==> config.mk <==
export PLATFORM = sky130hd
export DESIGN_NAME = fft_frame_loader
export DESIGN_NICKNAME = d
export VERILOG_FILES = /design/src/rtl/fft_frame_pkg.sv /design/src/rtl/fft_frame_timer.sv /design/src/rtl/fft_frame_loader.sv
export SDC_FILE = /design/constraint.sdc
export NUM_CORES = 1
export LEC_CHECK = 0
export BUFFER_PORTS_ARGS = -buffer_cell sky130_fd_sc_hd__buf_4
export CAP_MARGIN = 10
export CORE_MARGIN = 4
export CORE_UTILIZATION = 35
export CTS_CLUSTER_DIAMETER = 100
export CTS_CLUSTER_SIZE = 14
export DETAILED_ROUTE_END_ITERATION = 8
export HOLD_SLACK_MARGIN = 0.1
export SYNTH_ARGS = -nofsm -noshare
export SYNTH_HDL_FRONTEND = slang
export SYNTH_SLANG_ARGS = --single-unit
export TNS_END_PERCENT = 1
==> constraint.sdc <==
create_clock -name clk -period 2 [get_ports clk]
set_input_delay 0.1 -clock clk [delete_from_list [all_inputs] [get_ports clk]]
set_output_delay 0.1 -clock clk [all_outputs]
set_load 0.01 [all_outputs]
==> src/rtl/fft_frame_pkg.sv <==
// Shared definitions for the FFT frame loader.
//   state_e : loader FSM states
//   clog2   : ceiling log2, for deriving address widths
//   bitrev  : reverse the low 'width' bits of a value (DIT input ordering)
package fft_frame_pkg;

  typedef enum logic [1:0] {
    LOAD_RE = 2'd0,
    LOAD_IM = 2'd1,
    START   = 2'd2,
    WAIT    = 2'd3
  } state_e;

  function automatic int unsigned clog2(input int unsigned value);
    int unsigned r;
    r = 0;
    for (int unsigned i = 0; i < 32; i++) begin
      if ((64'd1 << i) < 64'(value)) r = i + 1;
    end
    return r;
  endfunction

  function automatic logic [31:0] bitrev(input logic [31:0] value, input int unsigned width);
    logic [31:0] r;
    r = '0;
    for (int unsigned i = 0; i < 32; i++) begin
      if (i < width) r[5'(width - 1 - i)] = value[5'(i)];
    end
    return r;
  endfunction

endpackage

==> src/rtl/fft_frame_timer.sv <==
// Inter-byte timeout counter for the frame loader.
//   clk, rst : clock, asynchronous active-high reset
//   en       : timer runs while a frame is partially loaded
//   clr      : restart the count (a byte arrived)
//   expire   : high in the cycle whose clock edge would be the TIMEOUT-th idle clock
module fft_frame_timer #(
  parameter int unsigned TIMEOUT = 1000,
  parameter int unsigned TO_W    = 10
) (
  input  logic clk,
  input  logic rst,
  input  logic en,
  input  logic clr,
  output logic expire
);

  logic [TO_W-1:0] cnt_q, cnt_d;

  // A byte in the same cycle always beats expiry.
  assign expire = en && !clr && (cnt_q == TO_W'(TIMEOUT - 1));

  always_comb begin
    cnt_d = cnt_q + 1'b1;
    if (!en || clr || expire) cnt_d = '0;
  end

  always_ff @(posedge clk or posedge rst) begin
    if (rst) cnt_q <= '0;
    else     cnt_q <= cnt_d;
  end

endmodule

==> src/rtl/fft_frame_loader.sv <==
// Loads interleaved (re, im) bytes from the UART into the FFT sample buffer,
// starts the FFT once N samples are written, and waits for fft_done.
//   rx_valid/rx_data   : incoming byte strobe and data
//   fft_done           : transform-complete strobe
//   ovr_clr            : clears the sticky overrun flag
//   wr_en/addr/re/im   : sample buffer write port (natural or bit-reversed address)
//   fft_start, busy    : FFT launch pulse and in-progress flag
//   frame_err          : pulse when a partial frame is abandoned on timeout
//   overrun            : sticky, a byte arrived while the FFT owned the buffer
//   sample_cnt         : samples written in the current frame (reaches N)
module fft_frame_loader
  import fft_frame_pkg::*;
#(
  parameter int unsigned N       = 256,
  parameter int unsigned ADDR_W  = 8,
  parameter int unsigned DATA_W  = 8,
  parameter int unsigned BITREV  = 0,
  parameter int unsigned TIMEOUT = 1000,
  parameter int unsigned TO_W    = 10
) (
  input  logic              clk,
  input  logic              rst,
  input  logic              rx_valid,
  input  logic [DATA_W-1:0] rx_data,
  input  logic              fft_done,
  input  logic              ovr_clr,
  output logic              wr_en,
  output logic [ADDR_W-1:0] wr_addr,
  output logic [DATA_W-1:0] wr_re,
  output logic [DATA_W-1:0] wr_im,
  output logic              fft_start,
  output logic              busy,
  output logic              frame_err,
  output logic              overrun,
  output logic [ADDR_W:0]   sample_cnt
);

  state_e              state_q, state_d;
  logic [DATA_W-1:0]   re_hold_q, re_hold_d;
  logic                wr_en_q, wr_en_d;
  logic [ADDR_W-1:0]   wr_addr_q, wr_addr_d;
  logic [DATA_W-1:0]   wr_re_q, wr_re_d;
  logic [DATA_W-1:0]   wr_im_q, wr_im_d;
  logic                fft_start_q, fft_start_d;
  logic                busy_q, busy_d;
  logic                frame_err_q, frame_err_d;
  logic                overrun_q, overrun_d;
  logic [ADDR_W:0]     sample_cnt_q, sample_cnt_d;

  logic                ovr_set;
  logic                tmr_en;
  logic                tmr_expire;
  logic [ADDR_W-1:0]   cnt;
  logic                last_sample;

  // The low bits of sample_cnt are the in-frame sample index; the extra MSB
  // only becomes set once the frame is complete.
  assign cnt         = sample_cnt_q[ADDR_W-1:0];
  assign last_sample = (sample_cnt_q == (ADDR_W+1)'(N - 1));
  assign tmr_en      = (state_q == LOAD_IM) ||
                       ((state_q == LOAD_RE) && (sample_cnt_q != '0));

  fft_frame_timer #(
    .TIMEOUT (TIMEOUT),
    .TO_W    (TO_W)
  ) u_timer (
    .clk    (clk),
    .rst    (rst),
    .en     (tmr_en),
    .clr    (rx_valid),
    .expire (tmr_expire)
  );

  always_comb begin
    state_d      = state_q;
    re_hold_d    = re_hold_q;
    wr_en_d      = 1'b0;
    wr_addr_d    = wr_addr_q;
    wr_re_d      = wr_re_q;
    wr_im_d      = wr_im_q;
    fft_start_d  = 1'b0;
    busy_d       = busy_q;
    frame_err_d  = 1'b0;
    sample_cnt_d = sample_cnt_q;
    ovr_set      = 1'b0;

    case (state_q)
      LOAD_RE: begin
        if (rx_valid) begin
          re_hold_d = rx_data;
          state_d   = LOAD_IM;
        end else if (tmr_expire) begin
          frame_err_d  = 1'b1;
          sample_cnt_d = '0;
        end
      end
      LOAD_IM: begin
        if (rx_valid) begin
          wr_en_d      = 1'b1;
          wr_addr_d    = (BITREV != 0) ? ADDR_W'(bitrev(32'(cnt), ADDR_W)) : cnt;
          wr_re_d      = re_hold_q;
          wr_im_d      = rx_data;
          sample_cnt_d = sample_cnt_q + 1'b1;
          state_d      = last_sample ? START : LOAD_RE;
        end else if (tmr_expire) begin
          frame_err_d  = 1'b1;
          sample_cnt_d = '0;
          re_hold_d    = '0;
          state_d      = LOAD_RE;
        end
      end
      START: begin
        fft_start_d = 1'b1;
        busy_d      = 1'b1;
        state_d     = WAIT;
        // The buffer already belongs to the FFT here, so a byte is an overrun.
        ovr_set     = rx_valid;
      end
      WAIT: begin
        ovr_set = rx_valid;
        if (fft_done) begin
          sample_cnt_d = '0;
          busy_d       = 1'b0;
          state_d      = LOAD_RE;
        end
      end
      default: state_d = LOAD_RE;
    endcase

    overrun_d = ovr_set | (overrun_q & ~ovr_clr);
  end

  always_ff @(posedge clk or posedge rst) begin
    if (rst) begin
      state_q      <= LOAD_RE;
      re_hold_q    <= '0;
      wr_en_q      <= 1'b0;
      wr_addr_q    <= '0;
      wr_re_q      <= '0;
      wr_im_q      <= '0;
      fft_start_q  <= 1'b0;
      busy_q       <= 1'b0;
      frame_err_q  <= 1'b0;
      overrun_q    <= 1'b0;
      sample_cnt_q <= '0;
    end else begin
      state_q      <= state_d;
      re_hold_q    <= re_hold_d;
      wr_en_q      <= wr_en_d;
      wr_addr_q    <= wr_addr_d;
      wr_re_q      <= wr_re_d;
      wr_im_q      <= wr_im_d;
      fft_start_q  <= fft_start_d;
      busy_q       <= busy_d;
      frame_err_q  <= frame_err_d;
      overrun_q    <= overrun_d;
      sample_cnt_q <= sample_cnt_d;
    end
  end

  assign wr_en      = wr_en_q;
  assign wr_addr    = wr_addr_q;
  assign wr_re      = wr_re_q;
  assign wr_im      = wr_im_q;
  assign fft_start  = fft_start_q;
  assign busy       = busy_q;
  assign frame_err  = frame_err_q;
  assign overrun    = overrun_q;
  assign sample_cnt = sample_cnt_q;

endmodule

==> metrics <==
Worst R2R End re_hold_q[7]; Diodes inserted 0; clock sinks 58; Setup WS pre-CTS ~0.096 ns; Reg-to-Reg Start u_timer.cnt_q[0]; Synth Net Count about 300; IO Port Bufs 50; sequential area share after synthesis 0.561; grt total ovfl 0; CP arrival around 2.1 ns; antenna-violating nets left 0; syn avg cell area 9.30 µm²; Peak supply drop 0.602 mV; Tot GR Track Use 0.149; post-route worst setup slack about 0.11 ns; Core Box Area between 0.007 and 0.008 mm²; RePlAce Congestion around 0.75; asr flop ratio synth 1.00; largest net degree at the start of global routing 33; placed instance area 0.00314 mm²; CTS Buffer Depth 2; CP Class flop to flop; Final Net Count about 370; combinational family with the most area after synthesis simple AND/OR/NAND/NOR gates; synth unique cells 41; Max-slew headroom 0.613; Pre-antenna DRT Iters 4; worst path required time 2.22 ns; type of the worst min-delay path input port to flop; Synth Area in Simple Gates 0.256; Die ar. between 0.008 and 0.009 mm²; H-tree Lvls 3; switching pwr 1.17 mW; dpl hpwl 4110 µm; vias in the first global route ~2100; first-pass GRT wire length 10400 µm; status complete, no violations; wire length per cell 13.0 µm; die extent in y roughly 94 µm; Tcrit/Tclk final 0.945; clk_skew 0.00727 ns; Ports 51; CP startpoint kind flop; hold path cells 3; count leader, synth nand2_1; DRT iter0 DRCs 85; final hold vios 0; initial core utilization 0.358; die width around 94 µm; Synth area leaders dfrtp_1 (56%), nand2_1 (13%), o21ai_0 (3.3%); reg2reg setup slack 0.11 ns; Int Pwr 2.73 mW; share of cells above drive strength 1 0.252; XOR/XNOR Fraction of Synth Area 0.0271; Pwr Density ~1100 mW/mm²; Post-Syn Area roughly 0.0026 mm²; sw frac 0.300; Synth Flop Type dfrtp_1; Commonest cells post-synth nand2_1 (88), dfrtp_1 (58), nor2_1 (18); Worst Hold Launch rx_valid; Fillers 723; CP Max Fanout 4; cells after synthesis 278; Worst-path clk slew ~0.070 ns; synthesized flop and latch total between 50 and 60; worst slew pin tran 0.580 ns; root buffer cell clkbuf_8; CP Capture Type flop; top-area cell type share of the netlist area 0.561; clock power share 0.325; adder-cell share of the synthesized area 0.0194; fmax 529 MHz; Setup Total Neg Slack 0 ns; post-route cell area 0.00352 mm²; CTS tree done; DR DRC count 0; min Tclk post-route 1.89 ns; clock latency on the worst-skew pair approximately 0.33 ns; row cnt 31; reg2reg path depth 5; Synth-to-Final Area Change 36.0%; DRT Wirelength 5920 µm; RSZ-0062 raised after global routing no; Max Cap Viol 0; Slew Viols, Final 0; total power approximately 3.9 mW; initial antenna violation count 0; Leak 1.75 nW; Synth Area in Compound Gates 0.0929; mux contribution to synthesized area 0.00774; total vias in the final route 2124; Logic pwr share 0.263; Yosys warnings 0; setup repair bufs after CTS 0; Via density roughly 4.7; Seq pwr share 0.412; Post-synth EDFFs 0; Num CTS Buffers 9; largest area contributor in the netlist dfrtp_1; final setup fails 0
-- worst max-delay path by stage --
stage / from / slack [ns] / endpoint / cells after the start
2_1_floorplan: sample_cnt[0] / 0.12 / re_hold_q[7] / 6
3_3_place_gp: u_timer.cnt_q[0] / 0.14 / sample_cnt[2] / 5
3_5_place_dp: u_timer.cnt_q[0] / 0.1 / sample_cnt[2] / 5
4_1_cts: u_timer.cnt_q[0] / 0.08 / sample_cnt[2] / 5
5_1_grt: u_timer.cnt_q[0] / 0.02 / re_hold_q[7] / 5
6_report: u_timer.cnt_q[0] / 0.11 / re_hold_q[7] / 5
-- final cells by class --
type                            instances  area (µm²)  share of cell area
Sequential cell                        58        1450               0.413
Multi-Input combinational cell        197        1060               0.300
Inverter                               11        41.3              0.0117
Clock buffer                           12         165              0.0470
Timing Repair Buffer                   75         606               0.172
Tap cell                               99         124              0.0352
Clock inverter                          4        72.6              0.0206
-- state kept, by name, summed over array words and instances, names as in the netlist, named ones only --
register and count:
busy 1, frame_err 1, sample_cnt 9, overrun 1, wr_addr 8, wr_im 8, wr_re 8, wr_en 1
state_q 1, fft_start 1, re_hold_q 8, u_timer.cnt_q 10
-- stage by stage --
step / cells / hold WS (ns) / utilization
5_1_grt: 456 / 0.176 / 0.487
3_5_place_dp: 428 / 0.202 / 0.436
3_3_place_gp: 428 / 0.206 / 0.436
2_1_floorplan: 278 / 0.196 / -
4_1_cts: 456 / 0.170 / 0.485
6_report: 456 / 0.180 / 0.487
-- cells in the final DEF, fill, tap and decap left out, types with 2 or more instances in the layout --
master          n
o31ai_1         2
dlygate4sd3_1  12
ha_1            3
nand4_1         3
or4_4           2
mux2i_1         2
nor2_1         18
nand3_1         4
inv_1           9
nand2b_1        3
clkbuf_8       12
a21oi_1         8
nand2_1        88
nand3b_1        2
nor3_1          2
xnor2_1         4
o21ai_0        17
nor4_1          2
xor2_1          4
bufinv_16       2
inv_2           2
buf_4          62
nor3b_1         2
o21a_1          2
and4_1          3
a21o_1          2
dfrtp_1        58
nor2b_1         7
a31oi_1         3
-- power by group through the flow --
stage                     clock network, mW  logic (mW)  registers [mW]
after floorplan                           0       0.395            1.71
after global placement                    0        1.00            1.62
after detailed placement                  0        1.02            1.63
after CTS                              1.30        1.04            1.61
after global routing                   1.36        1.16            1.65
final                                  1.27        1.03            1.61
-- layer usage --
layer | routed length, µm | track usage | vias up
met3 | 303 | 0.0401 | 6
met4 | 73 | 0.0505 | 0
met2 | 2670 | 0.225 | 51
li1 | - | - | 1066
met1 | 2870 | 0.208 | 1001
met5 | 0 | 0 | -
-- worst max-delay path: stages (launching register included) --
cell	delay, ns
dfrtp_1	0.39
ha_2	0.22
nand2_1	0.07
or3_4	0.34
or4_4	0.53
a31o_1	0.23
-- what timing repair did --
| action | CTS | global route |
|---|---|---|
| endpoints found under the setup margin | 0 | 10 |
| hold buffers | 12 | 0 |
| gates resized for setup | 0 | 3 |
| endpoints found under the hold margin | 43 | 0 |
-- kinds of logic after synthesis --
| logic type | Yosys count |
|---|---|
| multiplexers | 2 |
| AND/OR/NAND/NOR | 143 |
| XOR/XNOR | 8 |
| adder cells (fa/ha/maj) | 4 |
| AO/OA/AOI/OAI | 40 |
| flip-flops | 58 |
| buffers and inverters | 23 |
Power figures use the tool's default switching activity.
